File: config.mk
export PLATFORM = sky130hd
export DESIGN_NAME = mac_sequencer
export DESIGN_NICKNAME = d
export VERILOG_FILES = /design/src/rtl/mac_sequencer.sv
export SDC_FILE = /design/constraint.sdc
export NUM_CORES = 1
export LEC_CHECK = 0
export ABC_AREA = 1
export BUFFER_PORTS_ARGS = -buffer_cell sky130_fd_sc_hd__buf_2
export CAP_MARGIN = 20
export CORE_MARGIN = 10
export CORE_UTILIZATION = 60
export CTS_CLUSTER_SIZE = 28
export DETAILED_ROUTE_END_ITERATION = 6
export PLACE_DENSITY = 0.86
export SLEW_MARGIN = 20
export SYNTH_ARGS = -nofsm -noshare
export SYNTH_HDL_FRONTEND = slang
export SYNTH_SLANG_ARGS = --single-unit
export TNS_END_PERCENT = 20
File: constraint.sdc
create_clock -name clk -period 3.1 [get_ports clk]
set_input_delay 0.155 -clock clk [delete_from_list [all_inputs] [get_ports clk]]
set_output_delay 0.155 -clock clk [all_outputs]
set_load 0.01 [all_outputs]
File: src/rtl/mac_sequencer.sv
// mac_sequencer
//   Runs one sequential multiply-accumulate (acc += data_a * data_b) for every
//   change reported by the upstream operand change detector. The multiply is a
//   DATA_W-cycle shift-add, followed by a single accumulate cycle.
//
//   state | meaning
//   ------+-----------------------------------------------------------
//   IDLE  | waiting for input_changed; clear ops are handled in place
//   MULT  | shift-add, one bit of b_reg per cycle, DATA_W cycles
//   ACCUM | publish product, update acc/overflow, chain a pending op
//
// Ports
//   clk, rst       clock (rising edge), asynchronous active-high reset
//   data_a/data_b  unsigned operands, captured with input_changed
//   clear_mult     clear request, only meaningful together with input_changed
//   input_changed  change flag from the detector
//   product        last completed a*b
//   acc_out        accumulator, wraps mod 2^ACC_W
//   busy           high whenever not IDLE
//   done           one-cycle pulse when product/acc_out have just updated
//   overflow       sticky carry out of the accumulator since the last clear
module mac_sequencer #(
  parameter int DATA_W = 8,
  parameter int ACC_W  = 24
) (
  input  logic                  clk,
  input  logic                  rst,
  input  logic [DATA_W-1:0]     data_a,
  input  logic [DATA_W-1:0]     data_b,
  input  logic                  clear_mult,
  input  logic                  input_changed,
  output logic [2*DATA_W-1:0]   product,
  output logic [ACC_W-1:0]      acc_out,
  output logic                  busy,
  output logic                  done,
  output logic                  overflow
);

  localparam int CNT_W = (DATA_W > 1) ? $clog2(DATA_W) : 1;
  localparam logic [CNT_W-1:0] CNT_LAST = CNT_W'(DATA_W - 1);

  typedef enum logic [1:0] {
    IDLE  = 2'd0,
    MULT  = 2'd1,
    ACCUM = 2'd2
  } state_t;

  state_t state, state_d;

  logic [DATA_W-1:0]   a_reg, b_reg;
  logic [2*DATA_W-1:0] partial;
  logic [CNT_W-1:0]    cnt;

  logic                pend_valid, pend_clr;
  logic [DATA_W-1:0]   pend_a, pend_b;

  // Control strobes from the FSM to the datapath
  logic                load_op;
  logic [DATA_W-1:0]   op_a, op_b;
  logic                do_step;
  logic                finish;
  logic                do_accum;
  logic                do_clear;
  logic                pend_set;
  logic                pend_take;

  // Operand chosen at the end of ACCUM: a fresh change beats the pending slot
  logic                nxt_valid, nxt_clr;
  logic [DATA_W-1:0]   nxt_a, nxt_b;

  logic [2*DATA_W-1:0] a_ext;
  logic [2*DATA_W-1:0] addend;
  logic [ACC_W:0]      acc_sum;

  assign a_ext   = {{DATA_W{1'b0}}, a_reg};
  assign addend  = b_reg[cnt] ? (a_ext << cnt) : '0;
  assign acc_sum = {1'b0, acc_out} + {{(ACC_W + 1 - 2*DATA_W){1'b0}}, partial};

  assign busy = (state != IDLE);

  always_ff @(posedge clk or posedge rst) begin
    if (rst) state <= IDLE;
    else     state <= state_d;
  end

  always_comb begin
    state_d   = state;
    load_op   = 1'b0;
    op_a      = data_a;
    op_b      = data_b;
    do_step   = 1'b0;
    finish    = 1'b0;
    do_accum  = 1'b0;
    do_clear  = 1'b0;
    pend_set  = 1'b0;
    pend_take = 1'b0;
    nxt_valid = 1'b0;
    nxt_clr   = 1'b0;
    nxt_a     = data_a;
    nxt_b     = data_b;

    case (state)
      IDLE: begin
        if (input_changed) begin
          if (clear_mult) begin
            do_clear = 1'b1;
          end else begin
            load_op = 1'b1;
            state_d = MULT;
          end
        end
      end

      MULT: begin
        do_step  = 1'b1;
        pend_set = input_changed;
        if (cnt == CNT_LAST) state_d = ACCUM;
      end

      ACCUM: begin
        finish    = 1'b1;
        pend_take = 1'b1;
        if (input_changed) begin
          nxt_valid = 1'b1;
          nxt_clr   = clear_mult;
        end else if (pend_valid) begin
          nxt_valid = 1'b1;
          nxt_clr   = pend_clr;
          nxt_a     = pend_a;
          nxt_b     = pend_b;
        end

        // A queued clear replaces this accumulation; product still publishes.
        if (nxt_valid && nxt_clr) begin
          do_clear = 1'b1;
          state_d  = IDLE;
        end else if (nxt_valid) begin
          do_accum = 1'b1;
          load_op  = 1'b1;
          op_a     = nxt_a;
          op_b     = nxt_b;
          state_d  = MULT;
        end else begin
          do_accum = 1'b1;
          state_d  = IDLE;
        end
      end

      default: state_d = IDLE;
    endcase
  end

  always_ff @(posedge clk or posedge rst) begin
    if (rst) begin
      a_reg      <= '0;
      b_reg      <= '0;
      partial    <= '0;
      cnt        <= '0;
      product    <= '0;
      acc_out    <= '0;
      overflow   <= 1'b0;
      done       <= 1'b0;
      pend_valid <= 1'b0;
      pend_clr   <= 1'b0;
      pend_a     <= '0;
      pend_b     <= '0;
    end else begin
      done <= finish;

      if (load_op) begin
        a_reg   <= op_a;
        b_reg   <= op_b;
        partial <= '0;
        cnt     <= '0;
      end else if (do_step) begin
        partial <= partial + addend;
        cnt     <= cnt + CNT_W'(1);
      end

      if (finish) product <= partial;

      if (do_clear) begin
        acc_out  <= '0;
        overflow <= 1'b0;
      end else if (do_accum) begin
        acc_out  <= acc_sum[ACC_W-1:0];
        overflow <= overflow | acc_sum[ACC_W];
      end

      // Latest change wins the single pending slot.
      if (pend_set) begin
        pend_valid <= 1'b1;
        pend_clr   <= clear_mult;
        pend_a     <= data_a;
        pend_b     <= data_b;
      end else if (pend_take) begin
        pend_valid <= 1'b0;
      end
    end
  end

endmodule

==> impl_metrics.env, run 1 <==
export IMPL_crit_end="partial[14]"
export IMPL_gp_congestion=0.969
export IMPL_antenna_found_initial=0
export IMPL_ys_types=31
export IMPL_timing_rr_end="partial[14]"
export IMPL_fin_crit_sh=0.898
export IMPL_utilization=0.686
export IMPL_crit_fanout=11
export IMPL_worst_slack_ns=0.317
export IMPL_nets=980
export IMPL_worst_pin_slew_ns=0.803
export IMPL_yosys_area_top_type_share=0.399
export IMPL_synth_warnings=0
export IMPL_grt_pass1_wl_mm=24.9
export IMPL_place_inst=1046
export IMPL_start_util=0.620
export IMPL_fmax_ghz=0.359
export IMPL_hold_start="data_b[6]"
export IMPL_dieArea_um2=14600
export IMPL_gr_total_overflow=0
export IMPL_grt_pass1_vias=5004
export IMPL_leakagePower_nw=3.79
export IMPL_instances_no_fill=1063
export IMPL_area_growth_pct=10.5
export IMPL_clk_pin_slew_worst_paths_ns=0.10
export IMPL_r2r_cells=16
export IMPL_syn_nets=920
export IMPL_largest_reg_flops=24
export IMPL_yosysTopAreaCell="dfrtp_1"
export IMPL_top_regs="acc_out: 24 flops, partial: 16 flops, product: 16 flops"
export IMPL_grt_max_degree=46
export IMPL_cp_arrival_ns=3.06
export IMPL_hpwl_mm=11.8
export IMPL_relSlewSlack=0.462
export IMPL_fp_dieW_um=121
export IMPL_dp_slack_ns=0.382
export IMPL_synth_area_um2=6090
export IMPL_period_minus_slack_ns=2.78
export IMPL_io_buffer_count=62
export IMPL_cts_buffer_depth=2
export IMPL_routed_wl_mm=15.1
export IMPL_post_cts_resized=0
export IMPL_worstSetupPathType="reg2reg"
export IMPL_fin_skew_ns=0.0118
export IMPL_drc=0
export IMPL_startpoint="cnt[0]"
export IMPL_grtUsageTotal=0.209
export IMPL_num_rows=36
export IMPL_numCtsBuffers=9
export IMPL_max_vdd_ir_drop_mv=0.474
export IMPL_synth_area_per_cell_um2=7.04
export IMPL_ios=63
export IMPL_max_cap_violations=0
export IMPL_maxSlewViolCount=0
export IMPL_viasPerCell=5.25
export IMPL_status="complete, no violations"
export IMPL_hold_ws_ns=0.0283
export IMPL_synth_ff_type="dfrtp_1"
export IMPL_rsz0062_at_grt="no"
export IMPL_dr_pass1_iters=7
export IMPL_diodes=0
export IMPL_top_register="acc_out"
export IMPL_required_ns=3.38
export IMPL_hold_class="in2reg"
export IMPL_initialDrtViolationCount=491
export IMPL_timing_rr_start="cnt[0]"
export IMPL_synth_cells=865
export IMPL_power_density_nw_per_um2=938
export IMPL_start_kind="flop"
export IMPL_final_antenna_net_count=0
export IMPL_finalSetupViolCount=0
export IMPL_fill_cells=896
export IMPL_setup_tns_ns=0
export IMPL_crit_path_end_kind="flop"
export IMPL_reg2reg_slack_ns=0.32
export IMPL_ys_top_cells_by_area="dfrtp_1 (40%), nand2_1 (18%), o21ai_0 (7.3%), ha_1 (6.8%), inv_1 (5.8%)"
export IMPL_die_height_um=121
export IMPL_vias=5583
export IMPL_finalHoldViolations=0
export IMPL_synth_seq_cells=97
export IMPL_drive_gt1_frac=0.105
export IMPL_cts_tree="built"
export IMPL_core_um2=9820
export IMPL_htree_levels=3
export IMPL_insertion_delay_ns=0.38
export IMPL_wire_per_inst_um=14.2
export IMPL_synth_edf_count=0
export IMPL_synthArstFlopShare=1.00
export IMPL_root_buffer="clkbuf_8"
export IMPL_cts_num_sinks=97
export IMPL_ys_seq_area_frac=0.399
[placed cells by master (no fill, tap or decap), drive strengths merged, types with 7 or more instances in the layout]
| cell type | netlist | routed |
|---|---|---|
| nand3b | 7 | 7 |
| dfrtp | 97 | 97 |
| nor3 | 9 | 9 |
| nand2 | 305 | 305 |
| nand3 | 41 | 41 |
| xnor2 | 8 | 8 |
| clkbuf | 13 | 10 |
| ha | 33 | 33 |
| inv | 98 | 101 |
| a21oi | 38 | 38 |
| nor2 | 77 | 77 |
| o21ai | 106 | 106 |
| buf | 9 | 70 |
[synth_stat cells (2+ instances only)]
master    count
nand2_1     300
dfrtp_1      97
inv_1        94
o21ai_0      89
nor2_1       75
nand3_1      41
a21oi_1      38
ha_1         33
o21ai_1      17
clkbuf_1     13
nor3_1        9
xnor2_1       8
nand3b_1      7
buf_2         6
o22ai_1       6
xor2_1        5
inv_2         4
nand2_2       4
and2_1        3
buf_6         2
fa_1          2
mux2i_1       2
o21bai_1      2
[power by group]
part           total [mW]  switching, mW  leakage [nW]  internal [mW]
registers            2.22          0.441          1.22           1.78
clock network       0.876          0.490        0.0954          0.385
logic                3.22           2.05          2.47           1.17
[worst min-delay path by stage]
stage	end	slack, ns	cells after the start
final	pend_b[6]	0.03	3
after global placement	acc_out[22]	0.25	2
after global routing	pend_clr	0.02	2
after CTS	pend_b[0]	0.02	3
after floorplan	pend_clr	0.31	1
after detailed placement	acc_out[23]	0.25	2
[layer usage]
| metal | track usage | vias up | wire [um] |
|---|---|---|---|
| met1 | 0.293 | 2520 | 7140 |
| met2 | 0.317 | 157 | 6760 |
| li1 | - | 2885 | - |
| met5 | 0 | - | 0 |
| met4 | 0.0664 | 0 | 299 |
| met3 | 0.0423 | 21 | 851 |
[what timing repair did]
item / CTS / global route
setup buffers: 0 / 0
endpoints found under the hold margin: 43 / 0
hold buffers: 1 / 0
[metrics by stage]
| stage | power (mW) | area, um^2 |
|---|---|---|
| final | 6.32 | 6730 |
| after floorplan | 4.51 | 6090 |
| after CTS | 6.32 | 6730 |
| after global routing | 6.92 | 6730 |
| after detailed placement | 5.44 | 6520 |
| after global placement | 5.36 | 6520 |
[final cells by class]
type	instances	area, um^2	share of cell area
multi-input combinational	648	3190	0.473
clock buffer	10	128	0.0190
clock inverter	6	73.8	0.0110
timing repair buffer	71	380	0.0565
sequential	97	2430	0.361
tap	133	166	0.0247
inverter	98	370	0.0550
[worst max-delay path: stages (launching register included)]
cell and delay [ns]:
dfrtp_1 0.52, inv_1 0.20, o21ai_0 0.19, o22ai_1 0.08
nand2_1 0.17, nand2_1 0.17, o21ai_0 0.13, inv_1 0.06
ha_1 0.35, nand2_1 0.11, nor3_1 0.20, and2_1 0.16
nand2_1 0.07, nand2_1 0.08, nand2_1 0.05, nand3_1 0.07
nand2_1 0.05
[cells by family after synthesis]
family	Yosys count	synth area share
mux	3	0.00514
compound gates	154	0.130
fa+ha+maj	35	0.0744
xor+xnor	13	0.0187
flops	97	0.399
buf+inv	120	0.0783
simple gates	443	0.295
Note: power is estimated with default switching activity, not from simulation.
==> run 2, diff against run 1 <==
--- a/config.mk
+++ b/config.mk
@@ -5,10 +5,9 @@
 export SDC_FILE = /design/constraint.sdc
 export NUM_CORES = 1
 export LEC_CHECK = 0
-export ABC_AREA = 1
 export BUFFER_PORTS_ARGS = -buffer_cell sky130_fd_sc_hd__buf_2
 export CAP_MARGIN = 20
-export CORE_MARGIN = 10
+export CORE_MARGIN = 2
 export CORE_UTILIZATION = 60
 export CTS_CLUSTER_SIZE = 28
 export DETAILED_ROUTE_END_ITERATION = 6
@@ -17,4 +16,3 @@
 export SYNTH_ARGS = -nofsm -noshare
 export SYNTH_HDL_FRONTEND = slang
 export SYNTH_SLANG_ARGS = --single-unit
-export TNS_END_PERCENT = 20
==> run 2 against run 1 <==
Global-route usage is 5.1 points higher. Register-to-register slack worse by 0.19 ns. Worst hold slack worse by 0.015 ns. Synthesized cell count is 27% lower. First-iteration DRC count is 13% lower. Die area is 26% lower. Clock-buffer cell count stayed put. Core utilization is 1.6 points higher. Non-clock buffer count is 18 higher. Critical path depth is 2 lower. Cell area is 1.4% higher. Highest routed layer unchanged.
==> impl_metrics.env, run 2 <==
export IMPL_antenna_found_initial=0
export IMPL_syn_nets=684
export IMPL_area_growth_pct=13.8
export IMPL_grt_max_degree=64
export IMPL_finalHoldViolations=0
export IMPL_grtUsageTotal=0.261
export IMPL_synth_common_cells="dfrtp_1 (97), nand2_1 (56), a21oi_1 (52), nor2_1 (52), mux2_2 (36)"
export IMPL_grt_pass1_vias=4994
export IMPL_ys_seq_area_frac=0.405
export IMPL_num_rows=36
export IMPL_crit_fanout=13
export IMPL_io_buffer_count=62
export IMPL_clk_pin_slew_worst_paths_ns=0.10
export IMPL_hpwl_mm=9.89
export IMPL_dr_pass1_iters=5
export IMPL_synth_area_per_cell_um2=9.54
export IMPL_yosysTopAreaCell="dfrtp_1"
export IMPL_synth_warnings=0
export IMPL_die_height_um=104
export IMPL_insertion_delay_ns=0.38
export IMPL_ys_top_cells_by_area="dfrtp_1 (40%), ha_1 (6.9%), mux2_2 (6.8%), a21oi_1 (4.3%), nand2_1 (3.5%)"
export IMPL_synthArstFlopShare=1.00
export IMPL_htree_levels=3
export IMPL_reg2reg_slack_ns=0.13
export IMPL_timing_rr_end="partial[12]"
export IMPL_grt_pass1_wl_mm=23.2
export IMPL_ys_types=61
export IMPL_final_antenna_net_count=0
export IMPL_fp_dieW_um=104
export IMPL_dieArea_um2=10800
export IMPL_cts_num_sinks=97
export IMPL_timing_rr_start="cnt[0]"
export IMPL_synth_ff_type="dfrtp_1"
export IMPL_holdPathEnd="pend_a[7]"
export IMPL_required_ns=3.38
export IMPL_drc=0
export IMPL_leakagePower_nw=3.00
export IMPL_numCtsBuffers=9
export IMPL_fmax_ghz=0.336
export IMPL_maxSlewViolCount=0
export IMPL_hold_start="data_a[7]"
export IMPL_worstSetupPathType="reg2reg"
export IMPL_drive_gt1_frac=0.249
export IMPL_gp_congestion=0.939
export IMPL_nets=748
export IMPL_wire_per_inst_um=16.8
export IMPL_fin_crit_sh=0.959
export IMPL_layout_common_cells="dfrtp_1 (95), buf_2 (62), nand2_1 (55)"
export IMPL_period_minus_slack_ns=2.97
export IMPL_synth_seq_cells=97
export IMPL_finalSetupViolCount=0
export IMPL_final_common_cell="dfrtp_1"
export IMPL_utilization=0.702
export IMPL_core_um2=9730
export IMPL_max_vdd_ir_drop_mv=0.571
export IMPL_worst_pin_slew_ns=0.929
export IMPL_power_density_nw_per_um2=1120
export IMPL_start_kind="flop"
export IMPL_root_buffer="clkbuf_8"
export IMPL_hold_class="in2reg"
export IMPL_relSlewSlack=0.379
export IMPL_largest_reg_flops=24
export IMPL_top_regs="acc_out: 24 flops, partial: 16 flops, product: 16 flops"
export IMPL_synth_edf_count=0
export IMPL_viasPerCell=6.21
export IMPL_hold_ws_ns=0.0135
export IMPL_cts_tree="built"
export IMPL_fin_skew_ns=0.0131
export IMPL_cts_buffer_depth=2
export IMPL_hold_depth=2
export IMPL_synth_most_common_cell="dfrtp_1"
export IMPL_ios=63
export IMPL_vias=5161
export IMPL_routed_wl_mm=14.0
export IMPL_crit_path_end_kind="flop"
export IMPL_diodes=0
export IMPL_synth_area_um2=6000
export IMPL_cp_arrival_ns=3.25
export IMPL_top_register="acc_out"
export IMPL_max_cap_violations=0
export IMPL_yosys_area_top_type_share=0.405
export IMPL_status="complete, no violations"
export IMPL_initialDrtViolationCount=429
export IMPL_synth_cells=629
export IMPL_r2r_cells=14
export IMPL_gr_total_overflow=0
export IMPL_start_util=0.617
==> run 2: changes by cell type after synthesis, moves of 8 or more <==
cell / previous run / this run
nand2_1: 300 / 56
inv_1: 94 / 21
o21ai_0: 89 / 24
mux2_2: 1 / 36
nor2_1: 75 / 52
nand3_1: 41 / 21
nand4_1: 1 / 21
mux2i_1: 2 / 20
o21ai_1: 17 / 1
a21oi_1: 38 / 52
a21o_1: 1 / 10
clkbuf_1: 13 / 22
or4_1: 0 / 9
o211ai_1: 0 / 8
==> run 2: cell type report <==
type                            instances  area [um^2]
Tap cell                              133          166
Fill cell                             717         2900
Clock buffer                           10          138
Sequential cell                        97         2430
Timing Repair Buffer                   89          515
Clock inverter                          6         66.3
Inverter                               21         81.3
Multi-Input combinational cell        475         3430
==> run 2: through the flow <==
step	setup slack, ns	setup TNS (ns)	power, mW	cell area [um^2]	cells
4_1_cts	0.00377	0	7.37	6750	829
6_report	0.127	0	7.65	6830	831
3_3_place_gp	0.0891	0	6.16	6510	810
3_5_place_dp	-0.0700	-0.164	6.43	6510	810
5_1_grt	-0.0364	-0.0504	8.22	6830	831
2_1_floorplan	0.0175	0	5.30	6000	629
==> run 2: how the worst max path moves through the flow <==
stage / to / slack [ns] / cells after the start / from
floorplan: partial[12] / 0.02 / 13 / cnt[0]
global placement: partial[12] / 0.09 / 11 / cnt[0]
detailed placement: partial[11] / -0.07 / 11 / cnt[0]
CTS: partial[11] / 0.004 / 11 / cnt[0]
global route: partial[12] / -0.04 / 14 / cnt[0]
finish: partial[12] / 0.13 / 14 / cnt[0]
==> run 2: report_power, final <==
group	switching [mW]	internal, mW	total (mW)
Sequential	0.469	1.80	2.27
Clock	0.462	0.396	0.858
Combinational	2.49	2.03	4.52
Total	3.42	4.22	7.65
==> run 2: repair_timing <==
item                                    CTS  global route
hold buffers                              1             0
resized for setup                         3            20
pin swaps                                 1             3
endpoints found under the setup margin    3             9
setup buffers                             2             2
endpoints found under the hold margin    61             0
==> run 2: critical path: stages (launching register included) <==
cell and delay, ns:
dfrtp_2 0.42, buf_4 0.12, buf_4 0.18, inv_2 0.08
o31a_1 0.33, nor2_1 0.13, a211oi_2 0.06, ha_1 0.34
buf_4 0.15, o21a_1 0.14, nor2_1 0.08, nor4_1 0.27
o21ai_1 0.13, a21o_1 0.19, a32o_1 0.24
==> run 2: metal layers <==
layer / wire [um] / share of wire / up-vias / track usage
li1: - / - / 2462 / -
met3: 743 / 0.053 / 35 / 0.0514
met4: 307 / 0.022 / 0 / 0.0849
met1: 5880 / 0.42 / 2446 / 0.326
met5: 0 / 0 / - / 0
met2: 7070 / 0.50 / 218 / 0.454
==> run 2: cell families (layout without fill, tap and decap cells) <==
logic type                 after synthesis  count (layout)  synth area share
and+or+nand+nor                        206             206             0.174
xor gates and xnor gates                16              16            0.0234
AOI/OAI and AO/OA                      160             160             0.176
DFF                                     97              97             0.405
buffers and inverters                   57             126            0.0390
muxes                                   58              58             0.108
adders and majority gates               35              35            0.0755
==> run 3, diff against run 2 <==
--- a/config.mk
+++ b/config.mk
@@ -11,7 +11,7 @@
 export CORE_UTILIZATION = 60
 export CTS_CLUSTER_SIZE = 28
 export DETAILED_ROUTE_END_ITERATION = 6
-export PLACE_DENSITY = 0.86
+export PLACE_DENSITY = 0.78
 export SLEW_MARGIN = 20
 export SYNTH_ARGS = -nofsm -noshare
 export SYNTH_HDL_FRONTEND = slang
==> run 3 against run 2 <==
Flip-flop and latch count is the same. Final cell count stayed put. Clock power rose by 17%. Largest cell class unchanged. Worst setup slack improved by 0.0076 ns. Clock-buffer cell count up 1. Critical endpoint unchanged. Critical path type unchanged. Wire length is 2.0% lower. Maximum frequency grew 0.26%.
==> impl_metrics.env, run 3 (synthesis results as in run 2) <==
export IMPL_fin_area_um2=6830
export IMPL_antenna_found_initial=0
export IMPL_finalSetupViolCount=0
export IMPL_dr_pass1_iters=5
export IMPL_diodes=0
export IMPL_numCtsBuffers=9
export IMPL_clk_pin_slew_worst_paths_ns=0.09
export IMPL_power_share_clock=0.132
export IMPL_start_kind="flop"
export IMPL_hold_class="in2reg"
export IMPL_leakagePower_nw=3.02
export IMPL_io_buffer_count=62
export IMPL_gr_total_overflow=0
export IMPL_cts_num_sinks=97
export IMPL_power_total_mw=7.60
export IMPL_num_rows=36
export IMPL_top_regs="acc_out: 24 flops, partial: 16 flops, product: 16 flops"
export IMPL_area_growth_pct=13.8
export IMPL_required_ns=3.37
export IMPL_drive_gt1_frac=0.236
export IMPL_vias=5118
export IMPL_start_util=0.617
export IMPL_fin_crit_sh=0.957
export IMPL_cp_top_family="compound AO/OA/AOI/OAI gates"
export IMPL_largest_reg_flops=24
export IMPL_initialDrtViolationCount=194
export IMPL_viasPerCell=6.16
export IMPL_critPathMaxStageDelay_ns=0.53
export IMPL_final_common_cell="dfrtp_1"
export IMPL_routed_wl_mm=13.7
export IMPL_max_cap_violations=0
export IMPL_layout_common_cells="dfrtp_1 (95), buf_2 (62), nand2_1 (55)"
export IMPL_fin_skew_ns=0.00796
export IMPL_worstSetupPathType="reg2reg"
export IMPL_grt_pass1_vias=5066
export IMPL_crit_fanout=5
export IMPL_hpwl_mm=10.1
export IMPL_wire_per_inst_um=16.5
export IMPL_maxSlewViolCount=0
export IMPL_crit_path_top_delay_cell="mux4_2"
export IMPL_cts_tree="built"
export IMPL_cts_buffer_depth=2
export IMPL_grt_max_degree=64
export IMPL_grt_pass1_wl_mm=23.5
export IMPL_crit_path_end_kind="flop"
export IMPL_insertion_delay_ns=0.37
export IMPL_grtUsageTotal=0.263
export IMPL_power_frac_seq=0.297
export IMPL_die_height_um=104
export IMPL_final_antenna_net_count=0
export IMPL_path_buf_inv=1
export IMPL_period_minus_slack_ns=2.97
export IMPL_cellInternalPower_mw=4.33
export IMPL_root_buffer="clkbuf_8"
export IMPL_switchingPower_mw=3.28
export IMPL_fp_dieW_um=104
export IMPL_drc=0
export IMPL_dieArea_um2=10800
export IMPL_nets=748
export IMPL_dpl_cell_area_um2=6530
export IMPL_htree_levels=3
export IMPL_cp_cell_sequence="mux4_2, nand2_2, and2_1, a211oi_1, ha_1, buf_4, o21a_1, nor2_1, nor4_1, o21ai_1, a21o_1, a32o_1"
export IMPL_finalHoldViolations=0
export IMPL_core_um2=9730
export IMPL_worst_pin_slew_ns=0.802
export IMPL_p_comb_frac=0.571
export IMPL_max_vdd_ir_drop_mv=0.575
export IMPL_ios=63
export IMPL_gp_congestion=0.891
export IMPL_cp_arrival_ns=3.23
export IMPL_fmax_ghz=0.337
export IMPL_status="complete, no violations"
export IMPL_relSlewSlack=0.465
export IMPL_top_register="acc_out"
export IMPL_switching_share=0.431
export IMPL_power_density_nw_per_um2=1110
## run 3: cell count changes in the layout (fill, tap and decap cells not counted), sizes merged
cell      change
bufinv        +2
clkinvlp      -2
clkbuf        +1
inv           -1
## run 3: path summary, 6_finish.rpt
path,slack [ns],start,depth (start not counted),to
setup / recovery,0.13,cnt[0],12,partial[12]
hold / removal,0.02,data_b[7],2,pend_b[7]
setup reg to reg,0.13,cnt[0],12,partial[12]
hold reg to reg,0.50,overflow,1,overflow
max in group asynchronous,1.86,rst,4,acc_out[15]
min in group asynchronous,0.47,rst,3,acc_out[18]
## run 3: worst reg2reg max path: cells and delay by family (launching register included)
family,cells,cell delay [ns]
AO/OA/AOI/OAI,5,0.75
AND/OR/NAND/NOR,4,0.69
multiplexers,1,0.53
adder cells (fa/ha/maj),1,0.33
flip-flops,1,0.41
buffers and inverters,1,0.14
## run 3: final cells by class
| type | count | area (um^2) |
|---|---|---|
| well taps | 133 | 166 |
| clock inverters | 5 | 103 |
| inverters | 21 | 81.3 |
| multi-input cells | 475 | 3390 |
| fillers | 757 | 2900 |
| flip-flops and latches | 97 | 2430 |
| clock buffers | 11 | 141 |
| repair buffers | 89 | 515 |
## run 3: routing by layer
layer | vias up | track usage | wire (um)
met5 | - | 0 | 0
met4 | 0 | 0.124 | 435
met3 | 30 | 0.0294 | 596
met2 | 138 | 0.450 | 6720
met1 | 2483 | 0.335 | 5970
li1 | 2467 | - | -
## run 3: power groups by stage
stage | Sequential, mW | Combinational, mW | Clock (mW)
floorplan | 2.19 | 3.11 | 0
CTS | 2.25 | 4.25 | 1.01
global placement | 2.24 | 4.00 | 0
global route | 2.34 | 4.83 | 1.06
finish | 2.26 | 4.34 | 1.00
detailed placement | 2.28 | 4.18 | 0
## run 3: through the flow
stage | setup TNS, ns | cells | setup WS [ns] | hold WS [ns] | utilization
after floorplan | 0 | 629 | 0.0175 | 0.306 | -
final | 0 | 831 | 0.134 | 0.0203 | 0.702
after global placement | 0 | 813 | 0.0874 | 0.350 | 0.671
after detailed placement | -0.0147 | 813 | -0.0128 | 0.362 | 0.671
after CTS | 0 | 831 | 0.00266 | 0.0119 | 0.699
after global routing | -0.0226 | 831 | -0.0193 | 0.0286 | 0.702
## run 3: what timing repair did
item	in CTS	in global routing
buffers inserted	1	0
pin swaps	1	1
hold buffers	1	0
hold endpoints to repair	61	0
cloned	0	0
endpoints found under the setup margin	2	9
gates resized for setup	3	9
